==> config.mk <==
export PLATFORM = sky130hd
export DESIGN_NAME = led_driver_multi
export DESIGN_NICKNAME = d
export VERILOG_FILES = /design/src/rtl/led_driver_multi.sv
export SDC_FILE = /design/constraint.sdc
export NUM_CORES = 1
export LEC_CHECK = 0
export BUFFER_PORTS_ARGS = -buffer_cell sky130_fd_sc_hd__buf_2
export CAP_MARGIN = 25
export CORE_MARGIN = 2
export CORE_UTILIZATION = 45
export DETAILED_ROUTE_END_ITERATION = 12
export PLACE_DENSITY = 0.66
export SLEW_MARGIN = 20
export SYNTH_ARGS = -nofsm -noshare
export SYNTH_HDL_FRONTEND = slang
export SYNTH_SLANG_ARGS = --single-unit
==> constraint.sdc <==
create_clock -name i_clk -period 3.12 [get_ports i_clk]
set_clock_uncertainty 0.2 [all_clocks]
set_input_delay 0 -clock i_clk [delete_from_list [all_inputs] [get_ports i_clk]]
set_output_delay 0 -clock i_clk [all_outputs]
set_load 0.01 [all_outputs]
==> src/rtl/led_driver_multi.sv <==
// led_driver_multi: streams framebuffer words onto several parallel LED-driver
// shift-register chains that share one shift clock and one latch line.
// A free-running frame timer paces the frames. The first frames after reset
// are all-zero blank frames. A frame start that arrives while the previous
// frame is still running is skipped and flagged on o_overrun.
module led_driver_multi #(
  parameter int c_chains           = 4,
  parameter int c_boards_per_chain = 8,
  parameter int c_bpc              = 12,
  parameter int c_frame_period     = 16666,
  parameter int c_blank_frames     = 2
) (
  input  logic                                      i_clk,
  input  logic                                      i_rst_n,
  input  logic                                      i_en,
  input  logic [c_chains*c_bpc-1:0]                 i_data,
  output logic [$clog2(c_boards_per_chain*32)-1:0]  o_addr,
  output logic                                      o_clk,
  output logic [c_chains-1:0]                       o_dai,
  output logic                                      o_lat,
  output logic                                      o_ready,
  output logic                                      o_drq,
  output logic                                      o_overrun
);

  localparam int C   = c_boards_per_chain * 32;
  localparam int AW  = $clog2(C);
  localparam int CW  = (c_frame_period > 1) ? $clog2(c_frame_period) : 1;
  localparam int BW  = (c_bpc > 1) ? $clog2(c_bpc) : 1;
  localparam int BLW = (c_blank_frames > 0) ? $clog2(c_blank_frames + 1) : 1;

  localparam logic [AW-1:0]  C_LAST     = AW'(C - 1);
  localparam logic [CW-1:0]  CNT_LAST   = CW'(c_frame_period - 1);
  localparam logic [BW-1:0]  BIT_LAST   = BW'(c_bpc - 1);
  localparam logic [BLW-1:0] BLANK_INIT = BLW'(c_blank_frames);

  typedef enum logic [2:0] {
    S_IDLE,
    S_ADDR,
    S_CAPT,
    S_SHIFT,
    S_LATCH
  } state_e;

  state_e                         state_q;
  logic [CW-1:0]                  cnt_q;
  logic [CW-1:0]                  cnt_d;
  logic [AW-1:0]                  n_q;
  logic [BW-1:0]                  bit_q;
  logic                           phase_q;
  logic [BLW-1:0]                 blank_q;
  logic [c_chains-1:0][c_bpc-1:0] sreg_q;

  logic [AW-1:0]                  addr_q;
  logic                           clk_q;
  logic [c_chains-1:0]            dai_q;
  logic                           lat_q;
  logic                           ready_q;
  logic                           drq_q;
  logic                           ovr_q;

  logic                           start_ev;

  assign start_ev  = i_en && (cnt_q == '0);

  assign o_addr    = addr_q;
  assign o_clk     = clk_q;
  assign o_dai     = dai_q;
  assign o_lat     = lat_q;
  assign o_ready   = ready_q;
  assign o_drq     = drq_q;
  assign o_overrun = ovr_q;

  // Next value of the free-running frame timer, wrapping at the frame period
  always_comb begin
    cnt_d = (cnt_q == CNT_LAST) ? '0 : cnt_q + CW'(1);
  end

  // Frame timer register
  always_ff @(posedge i_clk or negedge i_rst_n) begin
    if (!i_rst_n) begin
      cnt_q <= '0;
    end else begin
      cnt_q <= cnt_d;
    end
  end

  // Frame sequencer: walks channels top-down, shifts each word MSB first, then latches
  always_ff @(posedge i_clk or negedge i_rst_n) begin
    if (!i_rst_n) begin
      state_q <= S_IDLE;
      n_q     <= '0;
      bit_q   <= '0;
      phase_q <= 1'b0;
      blank_q <= BLANK_INIT;
      sreg_q  <= '0;
      addr_q  <= '0;
      clk_q   <= 1'b0;
      dai_q   <= '0;
      lat_q   <= 1'b0;
      ready_q <= 1'b0;
      drq_q   <= 1'b0;
      ovr_q   <= 1'b0;
    end else begin
      lat_q <= 1'b0;
      drq_q <= 1'b0;
      ovr_q <= start_ev && (state_q != S_IDLE);
      if (blank_q == '0) begin
        ready_q <= 1'b1;
      end

      case (state_q)
        S_IDLE: begin
          if (start_ev) begin
            state_q <= S_ADDR;
            n_q     <= C_LAST;
            addr_q  <= C_LAST;
          end
        end

        S_ADDR: begin
          state_q <= S_CAPT;
        end

        S_CAPT: begin
          state_q <= S_SHIFT;
          bit_q   <= BIT_LAST;
          phase_q <= 1'b0;
          clk_q   <= 1'b0;
          for (int k = 0; k < c_chains; k++) begin
            if (blank_q != '0) begin
              sreg_q[k] <= '0;
              dai_q[k]  <= 1'b0;
            end else begin
              sreg_q[k] <= i_data[k*c_bpc +: c_bpc] << 1;
              dai_q[k]  <= i_data[k*c_bpc + c_bpc - 1];
            end
          end
        end

        S_SHIFT: begin
          if (!phase_q) begin
            phase_q <= 1'b1;
            clk_q   <= 1'b1;
          end else begin
            phase_q <= 1'b0;
            clk_q   <= 1'b0;
            if (bit_q != '0) begin
              bit_q <= bit_q - BW'(1);
              for (int k = 0; k < c_chains; k++) begin
                dai_q[k]  <= sreg_q[k][c_bpc-1];
                sreg_q[k] <= sreg_q[k] << 1;
              end
            end else if (n_q != '0) begin
              state_q <= S_ADDR;
              n_q     <= n_q - AW'(1);
              addr_q  <= n_q - AW'(1);
              dai_q   <= '0;
            end else begin
              state_q <= S_LATCH;
              addr_q  <= '0;
              dai_q   <= '0;
              lat_q   <= 1'b1;
              drq_q   <= (blank_q == '0);
            end
          end
        end

        S_LATCH: begin
          if (!phase_q) begin
            phase_q <= 1'b1;
            if (blank_q != '0) begin
              blank_q <= blank_q - BLW'(1);
              if (blank_q == BLW'(1)) begin
                ready_q <= 1'b1;
              end
            end
          end else begin
            phase_q <= 1'b0;
            state_q <= S_IDLE;
          end
        end

        default: begin
          state_q <= S_IDLE;
        end
      endcase
    end
  end

endmodule

; Yosys cells after proc, flatten, opt, wreduce, memory -nomap -nowiden
; Cells that the tools add are included.
[op_classes]
add_sub_neg = 4
n_eq_ne = 12
reduce_logical = 19
mux = 49
n_bitwise = 1
[op_table]
columns = op, count
row1 = $mux 48, 2
row2 = $pmux 48 s2, 1
row3 = $mux 8, 7
row4 = $mux 12, 4
row5 = $pmux 8 s2, 2
row6 = $mux 1, 18
row7 = $mux 4, 4
row8 = $pmux 4 s2, 2
row9 = $add 15x1->15 const B, 1
row10 = $eq 15x15->1 const B, 1
row11 = $logic_not 15->1, 1
row12 = $mux 15, 1
row13 = $mux 3, 5
row14 = $pmux 3 s5, 1
row15 = $ne 2x2->1 const B, 6
row16 = $reduce_and 4->1, 2
row17 = $reduce_bool 2->1, 4
row18 = $reduce_bool 8->1, 1
row19 = $sub 8x1->8 const B, 1
row20 = $eq 3x2->1 const B, 2
row21 = $reduce_and 3->1, 2
row22 = $reduce_and 5->1, 1
row23 = $pmux 1 s2, 2
row24 = $reduce_bool 4->1, 1
row25 = 12 further kinds, 13
[totals]
out_inout_bits = 17
register_bits = 98

; Longest topological paths before layout
[logic_depth]
depth_word = 6
ltp_mapped = 8

; Least setup slack after synthesis
; OpenSTA, ideal clock, no wires.
[synth_timing]
path_kind = reg2reg
start = register cnt_q[0]
end = register n_q[6]
required_ns = 2.795
t_arrival_ns = 2.080
period_less_slack_ns = 2.405
n_path_buf = 1
stages_incl_launch_ff = 9
slack_ns = 0.715
cell_sequence = dfrtp_1 inv_1 ha_1 nor4b_1 nand3b_1 or4_1 o21bai_4 buf_6 mux2_4
[synth_between]
elab_chain_cells = 4
[synth_rtl]
columns = element, line
row1 = from (decl), 46  ; logic [CW-1:0] cnt_q;
row2 = from (signal assigned), 84  ; cnt_q <= cnt_d;
row3 = $logic_not 15->1, 64  ; assign start_ev = i_en && (cnt_q == '0);
row4 = $logic_and 1x1->1, 64
row5 = $ne 2x2->1 (no line), n/a
row6 = $reduce_and 5->1 (no line), n/a
row7 = to (signal assigned), 156  ; n_q <= n_q - AW'(1);
row8 = to (decl), 48  ; logic [AW-1:0] n_q;
; No other way between the ends.
; A chain may end at the register's enable or synchronous reset.

; Final worst setup path
[layout_timing]
start = register cnt_q[0]
end = register n_q[1]
; The elaborated chain is that of the path after synthesis.

==> metrics.md <==
| Metric | Value |
|---|---|
| Aggregate global-route resource usage | 0.198 |
| Reg clk slew, reported paths | approximately 0.10 ns |
| DRC | 0 |
| Post-cts resize count | 0 |
| Tcrit/Tclk final | 0.851 |
| Status | completed |
| Post-route setup slack | 0.466 ns |
| R2R depth | 7 |
| Sequential fraction of the synthesis area | 0.541 |
| CTS buffer count | 9 |
| CORE AREA | 9330 µm² |
| Worst Min Path Start | i_data[12] |
| Synthesis warning total | 0 |
| Most Used Layer, Global Route | met2 |
| Clock Path Buffers | 2 |
| Final count of hold timing violations | 0 |
| Hold Path Class | input port to flop |
| H-tree depth | 3 |
| Setup Viol. Count Final | 0 |
| Met2 usage | 0.314 |
| Top Ports | 68 |
| Clk_lat worst skew | roughly 0.36 ns |
| Drt via density | 5.34 |
| Avg Cell Area, Syn | around 10 µm² |
| Critical path launch point type | flop |
| Avg WL per Cell | 14.8 µm |
| Flop-to-flop setup slack | 0.47 ns |
| Die height | 102 µm |
| Antenna Nets Post-Route | 0 |
| CP endpoint kind | flop |
| Chip width | 102 µm |
| Syn_nets | 480 |
| Post-DP HPWL | 6130 µm |
| P_leak | ~2.6 nW |
| CTS tree | done |
| Starting Density | 0.466 |
| Max-cap violations | 0 |
| Met1 usage | 0.275 |
| Data required, critical path | 3.17 ns |
| Clk sink count | 94 |
| Dpl cell area | just under 5000 µm² |
| First-pass GRT wire length | 16200 µm |
| Die area | 10500 µm² |
| Crit-path max FO | 14 |
| Layout Nets | 593 |
| Number of global-route vias before repair | between 3000 and 4000 |
| Post-route cell area | 5550 µm² |
| #FFs+latches synth | 94 |
| Pin slew with the least headroom to its limit | 0.792 ns |
| Worst R2R End | n_q[1] |
| Sum of negative setup slack | 0 ns |
| Worst slack at placement | 0.475 ns |
| Max-slew violations | 0 |
| Area Growth Syn to Fin | 27.6% |
| Hold Path End | sreg_q[13] |
| Gate Count Post-Synth | 420 |
| Total power | 0.00209 W |
| Drt pass-1 iters | 4 |
| Predominant post-synthesis flop cell | dfrtp_1 |
| PwrDens | around 380 nW/µm² |
| FILL cells | 798 |
| Reg-to-Reg Start | cnt_q[0] |
| Share of synthesized flip-flops with an asynchronous set or reset | 1.00 |
| # Post-CTS Setup Buffers | 0 |
| Setup CP Type | flop to flop |
| Number of diodes | 0 |
| Cells on Worst Hold Path | 3 |
| Met3 usage | 0.0308 |
| Post-synth cell types | 45 |
| Mapped cell area | 4350 µm² |
| Largest net degree at the start of global routing | 76 |
| Final core occ | 0.595 |
| DR iter-0 viols | between 200 and 300 |
| Unrepaired setup endpoints after global routing | false |
| Max VDD drop | 0.000246 V |
| Achievable Freq | roughly 380 MHz |
| Final min period | 2.65 ns |
| Max_slew headroom | 0.468 |
| Total wire length | approximately 9900 µm |
| Via count of the routed design | around 3600 |
| Gr ovfl total | 0 |
| GP Congestion | 0.819 |
| Num rows | 35 |
| Initial antenna violation count | 0 |
| Post-synth EDFFs | 0 |
| Arrival time worst endpoint | 2.70 ns |
| CTS root buf | clkbuf_8 |
| Port bufs | 67 |
| Share of cells above drive strength 1 | 0.188 |
sequential cells by signal, summed over array words and instances, names as in the netlist, 2 cells and up:
| name | count |
|---|---|
| bit_q | 4 |
| n_q | 8 |
| state_q | 3 |
| o_addr | 8 |
| cnt_q | 15 |
| o_dai | 4 |
| sreg_q | 44 |
| blank_q | 2 |
layer usage:
| metal | share of wire | up-vias |
|---|---|---|
| met5 | 0 | - |
| met4 | 0.016 | 0 |
| met3 | 0.038 | 13 |
| met2 | 0.49 | 91 |
| met1 | 0.46 | 1729 |
| li1 | - | 1732 |
critical path, stage by stage (launching register included):
cell and delay (ns):
dfrtp_1 0.46, inv_1 0.09, ha_1 0.14, nor4b_1 0.32, nand3b_1 0.11, or4_1 0.49, o21bai_4 0.38, mux2_1 0.36
synth_stat cells, types with 3 or more instances:
cell type	number	area, µm²
a21oi_1	12	60.1
a221oi_1	40	350
a22o_1	12	105
a22oi_1	4	30.0
a31oi_1	4	25.0
and3_1	8	50.1
clkbuf_1	22	82.6
dfrtp_1	93	2330
ha_1	9	113
inv_1	11	41.3
mux2_1	4	45.0
nand2_1	15	56.3
nand2b_1	4	25.0
nand3_1	8	40.0
nand3b_1	3	22.5
nor2_1	102	383
nor3_1	5	25.0
nor3b_1	3	22.5
nor4_1	3	18.8
o21ai_0	6	30.0
xnor2_1	11	96.3
xor2_1	9	78.8
power breakdown:
| group | internal [W] | total, W | switching [W] | leakage [nW] |
|---|---|---|---|---|
| clock | 0.000319 | 0.000762 | 0.000442 | 0.0866 |
| sequential | 0.00122 | 0.00122 | 0 | 1.29 |
| combinational | 0.0000696 | 0.000114 | 0.0000448 | 1.24 |
layout make-up:
cell class,instances,area [µm²],area share
Multi-Input combinational cell,291,1870,0.338
Timing Repair Buffer,126,933,0.168
Inverter,11,41.3,0.00745
Sequential cell,94,2350,0.424
Clock inverter,5,41.3,0.00745
Tap cell,129,161,0.0291
Clock buffer,11,141,0.0255
logic make-up (layout without fill, tap and decap cells):
group                      after synthesis  in the layout  share of synthesized area
AOI/OAI and AO/OA                       86             86                      0.156
xor gates and xnor gates                20             20                     0.0403
adders and majority gates                9              9                     0.0259
buffers and inverters                   35            153                     0.0322
DFF                                     94             94                      0.541
muxes                                    8              8                     0.0225
and+or+nand+nor                        168            168                      0.182
how the worst max path moves through the flow:
stage / from / slack, ns / endpoint / cells after the start
after floorplan: cnt_q[0] / 0.71 / n_q[6] / 8
after global placement: cnt_q[0] / 0.53 / n_q[5] / 7
after detailed placement: cnt_q[0] / 0.48 / n_q[3] / 7
after CTS: cnt_q[0] / 0.45 / n_q[1] / 7
after global routing: cnt_q[0] / 0.30 / n_q[1] / 7
final: cnt_q[0] / 0.47 / n_q[1] / 7
layout by cell type, fill, tap and decap left out, drive strengths merged, types with 2 or more instances in the layout:
cell type / n
a211oi: 2
a21oi: 12
a221oi: 40
a22o: 12
a22oi: 4
a31oi: 4
and2: 2
and3: 8
and4: 2
buf: 75
clkbuf: 11
clkinvlp: 2
dfrtp: 93
dlygate4sd3: 51
ha: 9
inv: 13
mux2: 8
nand2: 15
nand2b: 4
nand3: 8
nand3b: 3
nand4: 2
nor2: 102
nor2b: 2
nor3: 6
nor3b: 3
nor4: 3
nor4b: 3
o21ai: 6
or3: 2
or4: 2
xnor2: 11
xor2: 9
through the flow:
| step | hold WS, ns | std cells |
|---|---|---|
| after global placement | 0.00374 | 599 |
| after CTS | 0.145 | 665 |
| final | 0.206 | 667 |
| after detailed placement | 0.000606 | 599 |
| after floorplan | -0.496 | 420 |
| after global routing | 0.214 | 667 |
timing repair:
| action | 4_1_cts | 5_1_grt |
|---|---|---|
| hold buffers | 50 | 1 |
| endpoints found under the setup margin | 0 | 0 |
| endpoints found under the hold margin | 121 | 30 |
Note: power is estimated with default switching activity, not from simulation.
